## src/rtl/vlu_pkg.sv

```systemverilog
// Shared types and default sizes for the vector load unit.
package vlu_pkg;

  localparam int LANES_DEF = 4;
  localparam int W_DEF     = 8;
  localparam int AW_DEF    = 16;

  typedef enum logic [1:0] {
    IDLE  = 2'd0,
    FETCH = 2'd1,
    DRAIN = 2'd2,
    DONE  = 2'd3
  } vlu_state_t;

endpackage

```

## src/rtl/vlu_if.sv

```systemverilog
// Request, memory and vector handshake bundle of the vector load unit.
// The req_stride field exists only when VLU_STRIDE_EN is defined.
interface vlu_if import vlu_pkg::*; #(
  parameter int LANES = LANES_DEF,
  parameter int W     = W_DEF,
  parameter int AW    = AW_DEF
);

  logic                 req_valid;
  logic                 req_ready;
  logic [AW-1:0]        req_addr;
`ifdef VLU_STRIDE_EN
  logic [AW-1:0]        req_stride;
`endif
  logic                 mem_en;
  logic [AW-1:0]        mem_addr;
  logic [W-1:0]         mem_rdata;
  logic                 vec_valid;
  logic                 vec_ready;
  logic [LANES*W-1:0]   vec_data;

  modport slave (
    input  req_valid,
    input  req_addr,
`ifdef VLU_STRIDE_EN
    input  req_stride,
`endif
    output req_ready,
    output mem_en,
    output mem_addr,
    input  mem_rdata,
    output vec_valid,
    input  vec_ready,
    output vec_data
  );

  modport master (
    output req_valid,
    output req_addr,
`ifdef VLU_STRIDE_EN
    output req_stride,
`endif
    input  req_ready,
    input  mem_en,
    input  mem_addr,
    output mem_rdata,
    input  vec_valid,
    output vec_ready,
    input  vec_data
  );

endinterface

```

## src/rtl/vlu_addr_gen.sv

```systemverilog
// Lane counter plus base/stride address generation for the vector load unit.
// Stride comes from the request when VLU_STRIDE_EN is defined, otherwise it is fixed at 1.
module vlu_addr_gen #(
  parameter int LANES = 4,
  parameter int AW    = 16,
  parameter int IW    = $clog2(LANES + 1)
) (
  input  logic          clk,
  input  logic          reset,
  input  logic          load,
  input  logic          step,
  input  logic [AW-1:0] req_base,
`ifdef VLU_STRIDE_EN
  input  logic [AW-1:0] req_stride,
`endif
  output logic [IW-1:0] lane_idx,
  output logic          last_lane,
  output logic [AW-1:0] mem_addr
);

  logic [AW-1:0] base_q;
  logic [AW-1:0] stride;
  logic [IW-1:0] idx_q;

`ifdef VLU_STRIDE_EN
  logic [AW-1:0] stride_q;

  always_ff @(posedge clk or posedge reset) begin
    if (reset) begin
      stride_q <= '0;
    end else if (load) begin
      stride_q <= req_stride;
    end
  end

  assign stride = stride_q;
`else
  assign stride = AW'(1);
`endif

  // The counter ends at LANES after the final issue, which is what DRAIN uses to find the last lane.
  always_ff @(posedge clk or posedge reset) begin
    if (reset) begin
      base_q <= '0;
      idx_q  <= '0;
    end else if (load) begin
      base_q <= req_base;
      idx_q  <= '0;
    end else if (step) begin
      idx_q  <= idx_q + IW'(1);
    end
  end

  assign lane_idx  = idx_q;
  assign last_lane = (idx_q == IW'(LANES - 1));
  assign mem_addr  = base_q + AW'(idx_q) * stride;

endmodule

```

## src/rtl/vec_load_unit.sv

```systemverilog
// Vector load unit: gathers LANES memory words into one vector and hands it downstream.
// Define VLU_STRIDE_EN to take the lane stride from the request instead of using 1.
module vec_load_unit import vlu_pkg::*; #(
  parameter int LANES = LANES_DEF,
  parameter int W     = W_DEF,
  parameter int AW    = AW_DEF
) (
  input  logic  clk,
  input  logic  reset,
  vlu_if.slave  bus,
  output logic  busy
);

  localparam int IW = $clog2(LANES + 1);

  vlu_state_t         state;
  vlu_state_t         state_nx;
  logic               accept;
  logic               issued_q;
  logic               last_lane;
  logic [IW-1:0]      lane_idx;
  logic [IW-1:0]      lane_prev;
  logic [LANES*W-1:0] vec_q;

  assign accept    = bus.req_valid && bus.req_ready;
  assign lane_prev = lane_idx - IW'(1);

  vlu_addr_gen #(
    .LANES (LANES),
    .AW    (AW),
    .IW    (IW)
  ) u_addr_gen (
    .clk        (clk),
    .reset      (reset),
    .load       (accept),
    .step       (bus.mem_en),
    .req_base   (bus.req_addr),
`ifdef VLU_STRIDE_EN
    .req_stride (bus.req_stride),
`endif
    .lane_idx   (lane_idx),
    .last_lane  (last_lane),
    .mem_addr   (bus.mem_addr)
  );

  always_ff @(posedge clk or posedge reset) begin
    if (reset) begin
      state <= IDLE;
    end else begin
      state <= state_nx;
    end
  end

  always_comb begin
    state_nx      = state;
    bus.req_ready = 1'b0;
    bus.mem_en    = 1'b0;
    bus.vec_valid = 1'b0;
    busy          = 1'b1;
    case (state)
      IDLE: begin
        bus.req_ready = 1'b1;
        busy          = 1'b0;
        if (bus.req_valid) begin
          state_nx = FETCH;
        end
      end
      FETCH: begin
        bus.mem_en = 1'b1;
        if (last_lane) begin
          state_nx = DRAIN;
        end
      end
      DRAIN: begin
        state_nx = DONE;
      end
      DONE: begin
        bus.vec_valid = 1'b1;
        if (bus.vec_ready) begin
          state_nx = IDLE;
        end
      end
      default: begin
        state_nx = IDLE;
      end
    endcase
  end

  // Read data trails its strobe by one cycle, by which time the counter has already moved on.
  always_ff @(posedge clk or posedge reset) begin
    if (reset) begin
      issued_q <= 1'b0;
      vec_q    <= '0;
    end else begin
      issued_q <= bus.mem_en;
      for (int k = 0; k < LANES; k++) begin
        if (issued_q && (lane_prev == IW'(k))) begin
          vec_q[k*W +: W] <= bus.mem_rdata;
        end
      end
    end
  end

  assign bus.vec_data = vec_q;

endmodule

```

## src/flat_wrapper.sv

```systemverilog
// flat-port wrapper written by rule: the top's interface ports become plain ports
module vec_load_unit_flat import vlu_pkg::*;
#(
  parameter int LANES = LANES_DEF,
  parameter int W     = W_DEF,
  parameter int AW    = AW_DEF
)
  (clk, reset, busy, bus_req_valid, bus_req_addr, bus_req_ready, bus_mem_en, bus_mem_addr, bus_mem_rdata, bus_vec_valid, bus_vec_ready, bus_vec_data);
  vlu_if #(.LANES(LANES), .W(W), .AW(AW)) bus_i ();
  input  logic clk;
  input  logic reset;
  output logic busy;
  input wire logic [$bits(bus_i.req_valid)-1:0] bus_req_valid;
  input wire logic [$bits(bus_i.req_addr)-1:0] bus_req_addr;
  output wire logic [$bits(bus_i.req_ready)-1:0] bus_req_ready;
  output wire logic [$bits(bus_i.mem_en)-1:0] bus_mem_en;
  output wire logic [$bits(bus_i.mem_addr)-1:0] bus_mem_addr;
  input wire logic [$bits(bus_i.mem_rdata)-1:0] bus_mem_rdata;
  output wire logic [$bits(bus_i.vec_valid)-1:0] bus_vec_valid;
  input wire logic [$bits(bus_i.vec_ready)-1:0] bus_vec_ready;
  output wire logic [$bits(bus_i.vec_data)-1:0] bus_vec_data;
  assign bus_i.req_valid = bus_req_valid;
  assign bus_i.req_addr = bus_req_addr;
  assign bus_req_ready = bus_i.req_ready;
  assign bus_mem_en = bus_i.mem_en;
  assign bus_mem_addr = bus_i.mem_addr;
  assign bus_i.mem_rdata = bus_mem_rdata;
  assign bus_vec_valid = bus_i.vec_valid;
  assign bus_i.vec_ready = bus_vec_ready;
  assign bus_vec_data = bus_i.vec_data;
  vec_load_unit #(.LANES(LANES), .W(W), .AW(AW)) u_core (.clk(clk), .reset(reset), .bus(bus_i), .busy(busy));
endmodule
```

## config.mk

```make
export PLATFORM = sky130hd
export DESIGN_NAME = vec_load_unit_flat
export DESIGN_NICKNAME = d
export VERILOG_FILES = /design/src/rtl/vlu_pkg.sv /design/src/rtl/vlu_if.sv /design/src/rtl/vlu_addr_gen.sv /design/src/rtl/vec_load_unit.sv /design/src/flat_wrapper.sv
export SDC_FILE = /design/constraint.sdc
export NUM_CORES = 1
export LEC_CHECK = 0
export CORE_MARGIN = 10
export CORE_UTILIZATION = 24
export DETAILED_ROUTE_END_ITERATION = 16
export GPL_TIMING_DRIVEN = 0
export SYNTH_ARGS = -nofsm -noshare
export SYNTH_HDL_FRONTEND = slang
export SYNTH_SLANG_ARGS = --single-unit
```

## constraint.sdc

```tcl
create_clock -name clk -period 2.9 [get_ports clk]
set_clock_uncertainty 0.2 [all_clocks]
set_input_delay 0.87 -clock clk [delete_from_list [all_inputs] [get_ports clk]]
set_output_delay 0.87 -clock clk [all_outputs]
set_load 0.01 [all_outputs]
```

======== Word level (Yosys, flattened, before mapping) ========
Cells that the tools add are included.
cells by class
  add/sub/neg operators ................... 3
  muxes and demuxes ....................... 10
  reduce and logical (&&, ||, !) cells .... 9
  equality and inequality tests ........... 10
operators with widths
  operator             count
  $add 16x3->16        1
  $eq 3x2->1 const B   3
  $pmux 2 s4           1
  $mux 2               3
  $mux 3               2
  $logic_and 1x1->1    5
  $eq 2x2->1 const B   2
  $mux 1               4
  $ne 2x2->1 const B   2
  $add 3x1->3 const B  1
  $eq 3x1->1 const B   1
  $logic_not 3->1      1
  $reduce_and 3->1     1
  $sub 3x1->3 const B  1
  $eq 2x1->1 const B   1
  $logic_not 2->1      1
  $ne 2x1->1 const B   1
  $reduce_bool 2->1    1
storage, ports and cells
  flip-flop bits (word level) ............. 54
  output and inout bits ................... 52
  bits of input ports ..................... 28

======== Logic depth before layout (Yosys ltp) ========
  depth in word-level cells ............... 4
  gate-level depth with buffers ........... 5

======== Cells and area by module ========
From an unflattened synthesis, not the netlist that was laid out.
second synthesis, totals
  cell total of the unflattened synthesis .. 178
  area total of the unflattened synthesis .. 2512.4 um^2
by module, submodules not included
  module         cells each  sequential area each (um^2)  times used  area each (um^2)
  vec_load_unit  90          875.8                        1           1427.6
  vlu_addr_gen   88          475.5                        1           1084.8

======== Worst setup path before layout ========
OpenSTA, ideal clock, no wires.
  path type ............................... register to output
  from .................................... reg u_core.u_addr_gen.idx_q[0], in the netlist u_core.u_addr_gen.lane_idx[0]
  to ...................................... out bus_mem_addr[10]
  data arrival time ....................... 1.683 ns
  path slack .............................. 0.147 ns
  cell stages (with the launch flop) ...... 6
  cells stage by stage .................... dfrtp_1 > ha_1 > fa_1 > a21oi_1 > nor3_1 > xnor2_1
on the way
  cells in the longest elaborated chain, start to end .. 1
ends and longest elaborated chain
  element                   RTL line            text
  start: declaration        vlu_addr_gen.sv:23  logic [IW-1:0] idx_q;
  start signal: assignment  vlu_addr_gen.sv:50  idx_q <= idx_q + IW'(1);
  $add 16x3->16             vlu_addr_gen.sv:56  assign mem_addr = base_q + AW'(idx_q) * stride;
  end: declaration          flat_wrapper.sv:17  output wire logic [$bits(bus_i.mem_addr)-1:0] bus_mem_addr;
Every way passes these cells.

======== Final worst setup path ========
  from .................................... reg u_core.u_addr_gen.base_q[1]
  to ...................................... out bus_mem_addr[10]
on the way
  cells in the longest elaborated chain, start to end .. 1
ends and longest elaborated chain
  element                   RTL line            text
  start: declaration        vlu_addr_gen.sv:21  logic [AW-1:0] base_q;
  start signal: assignment  vlu_addr_gen.sv:47  base_q <= req_base;
  $add 16x3->16             vlu_addr_gen.sv:56
Every way passes these cells.

==> metrics.cfg <==
[status]
outcome=finished with violations
violations=setup timing

[place]
place_inst=408
io_buffers=79
place_congestion=0.731
dpl_worst_slack_ns=-0.688
hpwl_um=5120

[worst_hold_path]
min_path_cells=1
min-delay-path-class=flip-flop to flip-flop

[setup_path]
crit_path_start_kind=flip-flop
critPathKind=flip-flop to output pin
worstPathRequired_ns=1.83
critPathSlowestCell=fa_2
critPathArrivalTime_ns=2.00
crit_chain=buf_4, fa_2, a21oi_4, buf_6, nor3_2, xnor2_1, buf_2
slowest_delay_ns=0.42
path_depth=7
r2r_start=u_core.u_addr_gen.lane_idx[0]$_DFFE_PP0P_
r2r_slack_ns=0.80
r2r_end=u_core.bus.vec_data[16]$_DFFE_PP0P_
crit_start=u_core.u_addr_gen.base_q[1]$_DFFE_PP0P_
crit_family=buffers and inverters
crit_path_end=bus_mem_addr[10]
reg2reg_depth=6
crit_path_end_kind=output pin
cp_num_buf_inv=3
path_max_fanout=3

[synthesis]
avgSynthCellArea_um2=13.9
async_reset_ff_share_pct=100
synth_most_common_cell=dfrtp_1
ys_ff_latch=54
syn-num-nets=232
ys.flop_type=dfrtp_1
ys_types=27
yosysTopAreaCell=dfrtp_1
netlist_area_um2=2610
ys_top_cells_by_count=dfrtp_1 (54), mux2_2 (47), ha_1 (15)
synth_edf_count=0
syn_inst=188
synth_area_leaders=dfrtp_1 (52%), mux2_2 (20%), ha_1 (7.2%), xor2_1 (4.0%), a2111oi_2 (1.7%)
yosysSeqAreaShare_pct=51.8
yosysWarnings=0
synth_top_cell_area_share_pct=51.8

[floorplan]
num_rows=38
dieHeight_um=124
die_area_um2=15400
initial_core_util_pct=24.3
coreArea_um2=10700
die-width_um=124
io_pins=80

[global_routing]
grt_usage_pct=9.07
antenna_found_initial=0
grt_pass1_vias=2012
grt_first_pass_wirelength_um=11500
grt.overflow.total=0
grt_max_degree=31

[timing]
rsz0062_at_grt=yes
setup_slack_ns=-0.172
slew_viol_final=0
setup_viol=12
fin_crit_ns=3.07
fmax_ghz=0.326
hold_violations=0
max_slew_margin_pct=59.4
worst_pin_slew_ns=0.608
fin_crit_sh_pct=106

[clock_tree]
cts_hold_buffers=0
clock_latency_ns=0.32
cts.clk_slew.worst_paths_ns=0.10
cts_root_buffer=clkbuf_8
numCtsBuffers=5
cts_tree=done
htreeDepth=2
ctsLongestPathBuffers=2
cts_num_sinks=54

[routing]
dr.max_layer_used=met4
totalWireLength_um=7100
wl_met1_um=3000
drtIter0Drc=96
first_pass_iters=4
met3WireLength_um=310
via_count=1851
vias_per_cell=4.29
met2_length_um=3650
ant_nets=0
drc=0
wl_per_cell_um=16.5

[final_layout]
insertedDiodeCount=0
drive_gt1_share_pct=40.5
syn2layout_area_growth_pct=49.8
fin_util_pct=36.4
nets=334
final_cells=431
fill_cells=1053

[power_and_ir_drop]
p_total_uw=4510
leakagePower_uw=0.00161
powerDensity_nw_per_um2=1150
vdd_drop_max_mv=0.304

[flow_run]
max_cap_viol_count=0

[metal layers]
| metal | vias up | GRT usage, % |
|---|---|---|
| met5 | - | 0 |
| met4 | 0 | 3.29 |
| met3 | 8 | 2.72 |
| met2 | 37 | 15.5 |
| met1 | 934 | 10.4 |
| li1 | 872 | - |
[timing repair]
item	CTS	global route
setup buffers	13	3
pin swaps	13	12
resized for setup	85	6
endpoints found under the setup margin	16	16
[where the power goes]
part | switching [uW] | internal [uW] | total (uW) | leakage, uW
sequential | 319 | 1150 | 1460 | 0.000632
combinational | 1160 | 1430 | 2590 | 0.000929
clock | 264 | 197 | 461 | 0.0000514
total | 1740 | 2770 | 4510 | 0.00161
[stage by stage]
stage	TNS, ns	hold WS [ns]	cell area, um2
6_report	-1.33	0.311	3910
5_1_grt	-2.44	0.333	3910
4_1_cts	-1.95	0.311	3880
3_5_place_dp	-7.10	0.287	3600
3_3_place_gp	-37.89	0.275	3580
2_1_floorplan	0	0.286	2610
[worst min path at each step]
stage | from | end | slack (ns)
2_1_floorplan | u_core.u_addr_gen.base_q[0]$_DFFE_PP0P_ | u_core.u_addr_gen.base_q[0]$_DFFE_PP0P_ | 0.29
3_3_place_gp | u_core.bus.vec_data[9]$_DFFE_PP0P_ | u_core.bus.vec_data[9]$_DFFE_PP0P_ | 0.27
3_5_place_dp | u_core.bus.vec_data[9]$_DFFE_PP0P_ | u_core.bus.vec_data[9]$_DFFE_PP0P_ | 0.29
4_1_cts | u_core.bus.vec_data[9]$_DFFE_PP0P_ | u_core.bus.vec_data[9]$_DFFE_PP0P_ | 0.31
5_1_grt | u_core.bus.vec_data[25]$_DFFE_PP0P_ | u_core.bus.vec_data[25]$_DFFE_PP0P_ | 0.33
6_report | u_core.bus.vec_data[9]$_DFFE_PP0P_ | u_core.bus.vec_data[9]$_DFFE_PP0P_ | 0.31
[registers in the layout (all words and copies together), names as in the netlist]
| register | count |
|---|---|
| u_core.u_addr_gen.lane_idx | 3 |
| u_core.bus.vec_data | 32 |
| u_core.issued_q | 1 |
| u_core.u_addr_gen.base_q | 16 |
| u_core.state | 2 |
[cell type report]
cell class / count / area [um2] / area share [%]
Inverter: 11 / 41.3 / 1.06
Timing Repair Buffer: 95 / 875 / 22.4
Sequential cell: 54 / 1360 / 34.7
Clock buffer: 6 / 82.6 / 2.11
Clock inverter: 2 / 17.5 / 0.448
Multi-Input combinational cell: 121 / 1350 / 34.6
Buffer: 2 / 10.0 / 0.256
Tap cell: 140 / 175 / 4.48
[placed cells by master (no fill, tap or decap), types with 3 or more instances in the layout]
cell type and count:
a2111oi_4 3, buf_2 14, buf_4 9, buf_6 6
clkbuf_8 6, clkdlybuf4s50_1 64, dfrtp_1 51, dfrtp_2 3
ha_1 11, inv_1 10, mux2_2 47, nand2_1 4
nand3_2 4, nand4_1 4, xnor2_1 3, xor2_1 11
[cell families (layout without fill, tap and decap cells)]
logic type                 Yosys count  in the layout  synth area share, %
and+or+nand+nor                     26             26                 6.86
AOI/OAI and AO/OA                   12             12                 3.88
muxes                               51             51                 21.9
buffers and inverters               13            116                 1.97
DFF                                 54             54                 51.8
adders and majority gates           16             16                 7.96
xor gates and xnor gates            16             16                 5.66
No activity file was read; power rests on OpenSTA's default activity.
